$ cat config.mk
export PLATFORM = sky130hd
export DESIGN_NAME = input_mem_loader_flat
export DESIGN_NICKNAME = d
export VERILOG_FILES = /design/src/rtl/input_mem_loader_if.sv /design/src/rtl/input_mem_loader.sv /design/src/flat_wrapper.sv
export SDC_FILE = /design/constraint.sdc
export NUM_CORES = 1
export LEC_CHECK = 0
export CAP_MARGIN = 20
export CORE_UTILIZATION = 50
export DETAILED_ROUTE_END_ITERATION = 8
export DONT_BUFFER_PORTS = 1
export SETUP_SLACK_MARGIN = 0.05
export SYNTH_ARGS = -nofsm -noshare
export SYNTH_HDL_FRONTEND = slang
export SYNTH_SLANG_ARGS = --single-unit
$ cat constraint.sdc
create_clock -name clk -period 3 [get_ports clk]
set_input_delay 0.6 -clock clk [delete_from_list [all_inputs] [get_ports clk]]
set_output_delay 0.6 -clock clk [all_outputs]
set_load 0.1 [all_outputs]
$ cat src/rtl/input_mem_loader_if.sv
// input_mem_loader_if: control, pixel-stream and memory-write signals of the input loader.
interface input_mem_loader_if #(
   parameter int ADD_SIZE  = 12,
   parameter int DATA_SIZE = 108
);
   logic                 start;
   logic                 abort;
   logic [ADD_SIZE-1:0]  base_addr;
   logic [ADD_SIZE:0]    num_words;
   logic                 s_valid;
   logic [DATA_SIZE-1:0] s_data;
   logic                 s_ready;
   logic                 write_en;
   logic                 in_valid;
   logic [ADD_SIZE-1:0]  address_in;
   logic [DATA_SIZE-1:0] dataIn;
   logic                 out_ready;
   logic                 busy;
   logic                 done;
   modport master (
      output start, abort, base_addr, num_words, s_valid, s_data, out_ready,
      input  s_ready, write_en, in_valid, address_in, dataIn, busy, done
   );
   modport slave (
      input  start, abort, base_addr, num_words, s_valid, s_data, out_ready,
      output s_ready, write_en, in_valid, address_in, dataIn, busy, done
   );
endinterface

$ cat src/rtl/input_mem_loader.sv
// input_mem_loader: moves num_words stream words into write_mem_controller
// at consecutive (wrapping) addresses from base_addr, one holding register deep.
module input_mem_loader #(
   parameter int ADD_SIZE  = 12,
   parameter int DATA_SIZE = 108
) (
   input logic               clk,
   input logic               rst,
   input_mem_loader_if.slave bus
);
   typedef enum logic [1:0] {IDLE, LOAD, DRAIN, DONE} state_t;
   localparam logic [ADD_SIZE:0]   CNT_ONE  = 1;
   localparam logic [ADD_SIZE-1:0] ADDR_ONE = 1;
   state_t               state_q;
   logic [ADD_SIZE-1:0]  addr_q;
   logic [ADD_SIZE-1:0]  address_q;
   logic [ADD_SIZE:0]    fetch_q;
   logic [ADD_SIZE:0]    wr_q;
   logic [DATA_SIZE-1:0] data_q;
   logic                 in_valid_q;
   logic                 busy_q;
   logic                 done_q;
   logic                 s_acc;
   logic                 w_acc;
   logic                 last_wr;
   assign bus.s_ready    = (state_q == LOAD) && (fetch_q != '0) && (!in_valid_q || bus.out_ready);
   assign s_acc          = bus.s_valid & bus.s_ready;
   assign w_acc          = in_valid_q & bus.out_ready;
   assign last_wr        = w_acc && (wr_q == CNT_ONE);
   assign bus.write_en   = in_valid_q;
   assign bus.in_valid   = in_valid_q;
   assign bus.address_in = address_q;
   assign bus.dataIn     = data_q;
   assign bus.busy       = busy_q;
   assign bus.done       = done_q;
   always_ff @(posedge clk) begin
      if (rst) begin
         state_q    <= IDLE;
         addr_q     <= '0;
         address_q  <= '0;
         fetch_q    <= '0;
         wr_q       <= '0;
         data_q     <= '0;
         in_valid_q <= 1'b0;
         busy_q     <= 1'b0;
         done_q     <= 1'b0;
      end else if (bus.abort && state_q != IDLE) begin
         state_q    <= IDLE;
         in_valid_q <= 1'b0;
         busy_q     <= 1'b0;
         done_q     <= 1'b0;
      end else begin
         case (state_q)
            IDLE: begin
               done_q <= 1'b0;
               if (bus.start) begin
                  addr_q  <= bus.base_addr;
                  fetch_q <= bus.num_words;
                  wr_q    <= bus.num_words;
                  state_q <= (bus.num_words == '0) ? DONE : LOAD;
                  busy_q  <= (bus.num_words != '0);
                  done_q  <= (bus.num_words == '0);
               end
            end
            LOAD, DRAIN: begin
               if (s_acc) begin
                  address_q  <= addr_q;
                  data_q     <= bus.s_data;
                  in_valid_q <= 1'b1;
                  addr_q     <= addr_q + ADDR_ONE;
                  fetch_q    <= fetch_q - CNT_ONE;
               end else if (w_acc) begin
                  in_valid_q <= 1'b0;
               end
               if (w_acc)
                  wr_q <= wr_q - CNT_ONE;
               // the final write can retire the cycle the fetch count is already spent, skipping DRAIN
               if (last_wr) begin
                  state_q <= DONE;
                  busy_q  <= 1'b0;
                  done_q  <= 1'b1;
               end else if (fetch_q == '0) begin
                  state_q <= DRAIN;
               end
            end
            default: begin
               state_q <= IDLE;
               done_q  <= 1'b0;
            end
         endcase
      end
   end
endmodule

$ cat src/flat_wrapper.sv
// flat-port wrapper written by rule: the top's interface ports become plain ports
module input_mem_loader_flat 
#(
   parameter int ADD_SIZE  = 12,
   parameter int DATA_SIZE = 108
)
  (clk, rst, bus_start, bus_abort, bus_base_addr, bus_num_words, bus_s_valid, bus_s_data, bus_out_ready, bus_s_ready, bus_write_en, bus_in_valid, bus_address_in, bus_dataIn, bus_busy, bus_done);
  input_mem_loader_if #(.ADD_SIZE(ADD_SIZE), .DATA_SIZE(DATA_SIZE)) bus_i ();
  input logic clk;
  input logic rst;
  input wire logic [$bits(bus_i.start)-1:0] bus_start;
  input wire logic [$bits(bus_i.abort)-1:0] bus_abort;
  input wire logic [$bits(bus_i.base_addr)-1:0] bus_base_addr;
  input wire logic [$bits(bus_i.num_words)-1:0] bus_num_words;
  input wire logic [$bits(bus_i.s_valid)-1:0] bus_s_valid;
  input wire logic [$bits(bus_i.s_data)-1:0] bus_s_data;
  input wire logic [$bits(bus_i.out_ready)-1:0] bus_out_ready;
  output wire logic [$bits(bus_i.s_ready)-1:0] bus_s_ready;
  output wire logic [$bits(bus_i.write_en)-1:0] bus_write_en;
  output wire logic [$bits(bus_i.in_valid)-1:0] bus_in_valid;
  output wire logic [$bits(bus_i.address_in)-1:0] bus_address_in;
  output wire logic [$bits(bus_i.dataIn)-1:0] bus_dataIn;
  output wire logic [$bits(bus_i.busy)-1:0] bus_busy;
  output wire logic [$bits(bus_i.done)-1:0] bus_done;
  assign bus_i.start = bus_start;
  assign bus_i.abort = bus_abort;
  assign bus_i.base_addr = bus_base_addr;
  assign bus_i.num_words = bus_num_words;
  assign bus_i.s_valid = bus_s_valid;
  assign bus_i.s_data = bus_s_data;
  assign bus_i.out_ready = bus_out_ready;
  assign bus_s_ready = bus_i.s_ready;
  assign bus_write_en = bus_i.write_en;
  assign bus_in_valid = bus_i.in_valid;
  assign bus_address_in = bus_i.address_in;
  assign bus_dataIn = bus_i.dataIn;
  assign bus_busy = bus_i.busy;
  assign bus_done = bus_i.done;
  input_mem_loader #(.ADD_SIZE(ADD_SIZE), .DATA_SIZE(DATA_SIZE)) u_core (.clk(clk), .rst(rst), .bus(bus_i));
endmodule
==> metrics <==
fmax=~0.37 GHz; final std cells w/o fill=approximately 1100; clk buf depth=2; Int Power=between 4 and 5 mW; cell area after synthesis=roughly 7300 um2; Startpoint Class=flop; class of the most critical setup path=reg2out; IO Pins=~260; Final nets=around 1000; Seq pwr share=between 40% and 50%; Vias per Instance=5.80; Yosys Warn Count=0; via count of the first global-routing pass=roughly 5600; 1st-pass router iterations=5; Layout area overhead=8.28%; Die ar.=between 10000 and 15000 um2; Worst-Skew Late Latency=around 0.42 ns; Clk pwr share=between 20% and 30%; hold slack=0.259 ns; via count=6105; Worst Path Arrival=approximately 2.1 ns; Detailed Place HPWL=~13 mm; Cells after Synth=888; endpoints failing setup=0; first-pass GRT wire length=between 20 and 30 mm; drc violations=0; Post-synth ARST share=0%; Clock Root Buffer=clkbuf_16; post-synthesis sequential area ratio=between 40% and 50%; GRT Util Overall=between 20% and 30%; Synth top area share=between 40 and 50%; Worst Skew=0.00898 ns; Peak VDD IR=roughly 440 uV; DP Cell Count=between 1000 and 1500; worst min-delay path category=in2reg; Sw Ratio=between 40% and 50%; combinational share of power=between 30% and 40%; max cap viols=0; Final Hold Fails=0; slack of the worst reg-to-reg path=0.48 ns; ANT cells=0; Syn Nets=between 1000 and 1500; cell taking the most area after synthesis=dfxtp_1; ys flop type=dfxtp_1; Final Max Tran Viols=0; CTS Sinks=about 160; CTS Buf Count=17; CTS tree=built; CP required=between 2 and 2.5 ns; Final ANT Viol Nets=0; # rows=43; fillers=between 1000 and 1500; pwr dens=1050 nW/um2; initial antenna violation count=0; remaining global-route overflow=0; FF+latch count, synth=between 150 and 200; status=finished, final reports clean; Setup TNS=0 ns; Reg clk slew, reported paths=approximately 0.060 ns; EDFF count, synth=0; sw power=~3.6 mW; H-tree Lvls=4; Slew HR=28.9%; core area=between 10000 and 15000 um2; crit-path max FO=5; Worst-Margin Slew=between 1 and 1.5 ns; number of port buffers=0; CP Capture Type=output pin; largest net degree at the start of global routing=roughly 160; DIE WIDTH=about 120 um; GP Congestion=~0.9; layout cells sized above 1=between 10% and 20%; fin crit share=90.3%; DR WL/cell=17.4 um; initial DRC count=roughly 350; fin crit period=between 2 and 3 ns; final wirelength=approximately 18 mm; average size of a mapped cell=8.17 um2; Initial Util=between 50 and 60%; library cells used by synthesis=63; top cells by area, synth=dfxtp_1 (45%), nand2_1 (12%), a21oi_1 (7.5%), a21oi_2 (6.0%), nand2_2 (4.3%); Static Leakage=2.51 nW; die height=122 um; Tot Pwr=roughly 8.2 mW; RSZ-0062 raised after global routing=no
## repair_timing
| action | 4_1_cts | 5_1_grt |
|---|---|---|
| gates resized for setup | 0 | 1 |
| buffers inserted | 0 | 2 |
| setup endpoints to repair | 0 | 1 |
| hold buffers | 0 | 0 |
## placed cells by master, fill, tap and decap left out, types with 3 or more instances in the layout
cell	n
o211ai_1	3
and3_1	3
nand2b_1	7
mux2i_1	4
buf_4	15
ha_1	7
a21oi_2	50
or4_1	7
nand2_2	50
a211oi_1	12
nor3_1	18
or3_1	3
nand3_1	10
nor2_1	19
clkbuf_1	3
clkinv_4	3
or2_2	3
nor2b_1	10
a311oi_1	3
o22ai_1	9
inv_1	8
nor4_1	9
clkbuf_16	17
nand4_1	3
o21ai_0	29
a22oi_1	3
o31ai_1	3
nand2_1	234
clkbuf_8	3
o2bb2ai_1	6
dfxtp_1	162
a21oi_1	108
## critical path, cell delays in order, from the launching register on
cell and delay (ns):
dfxtp_1 0.34, inv_1 0.09, ha_1 0.15, or3b_2 0.50
nor4_4 0.28, buf_4 0.19, nor2_4 0.14
## per-layer routing
layer  part of all wire, %  vias to the layer above  global-route usage [%]
li1                      -                     2993                       -
met1                    41                     2834                    27.3
met2                    48                      240                    38.3
met3                   8.5                       38                    8.09
met4                   2.7                        0                    11.4
met5                     0                        -                       0
## sequential cells by signal, summed over array words and instances, names as in the netlist
register / cells
u_core.bus.done: 1
u_core.bus.in_valid: 1
u_core.bus.busy: 1
u_core.bus.address_in: 12
u_core.addr_q: 12
u_core.fetch_q: 13
u_core.wr_q: 13
u_core.bus.dataIn: 108
u_core.state_q: 2
## final timing paths
kind | from | end | depth (start not counted)
max | u_core.fetch_q[0]$_SDFFE_PP0P_ | bus_s_ready | 6
min | rst | u_core.bus.dataIn[56]$_SDFFE_PP0P_ | 1
max reg2reg | u_core.state_q[0]$_SDFFE_PP0P_ | u_core.addr_q[10]$_SDFFE_PP0P_ | 7
min reg2reg | u_core.fetch_q[1]$_SDFFE_PP0P_ | u_core.fetch_q[1]$_SDFFE_PP0P_ | 2
## cell type report
cell class              count  area (um2)  area share [%]
multi-input cells         651        3600            45.8
flip-flops and latches    163        3260            41.6
clock buffers              23         478            6.08
well taps                 180         225            2.87
repair buffers             17         153            1.94
clock inverters             9        96.3            1.23
inverters                  10        37.5           0.478
## synthesized netlist by cell type, drive strengths merged, types with 2 or more instances
cell type	n
or4	8
a32o	2
nand2b	7
nor4	11
buf	26
nand3b	2
o31ai	3
or3b	2
o2bb2ai	6
o22ai	9
or3	3
nor2	20
and3	3
or2	3
o211ai	3
o21a	2
a221oi	2
a211oi	12
o21ai	30
o32ai	2
nand2	284
a22oi	3
ha	8
a21oi	158
mux2i	4
nor3	18
nand3	10
a311oi	3
nor2b	10
clkbuf	38
nand4	3
clkinv	2
o41ai	2
nor3b	2
a31oi	2
dfxtp	163
inv	8
## logic make-up after synthesis
group	after synthesis	share of synthesized area, %
AO/OA/AOI/OAI	249	22.4
XOR/XNOR	1	0.121
adder cells (fa/ha/maj)	8	1.38
buffers and inverters	74	5.64
flip-flops	163	45.0
multiplexers	4	0.552
AND/OR/NAND/NOR	389	24.9
## power by group through the flow
stage | clock [mW] | combinational, mW | sequential, mW
global placement | 0 | 2.49 | 3.52
floorplan | 0 | 2.10 | 3.43
CTS | 2.14 | 2.58 | 3.49
global route | 2.23 | 2.97 | 3.55
finish | 2.09 | 2.65 | 3.50
detailed placement | 0 | 2.56 | 3.54
## stage by stage
stage	setup WS, ns	util (%)	instance area, um2
final	0.291	55.9	7860
after CTS	0.0740	55.8	7840
after global placement	0.548	51.7	7260
after floorplan	0.192	-	7250
after detailed placement	0.420	51.7	7260
after global routing	0.203	55.9	7860
Note: power is estimated with default switching activity, not from simulation.
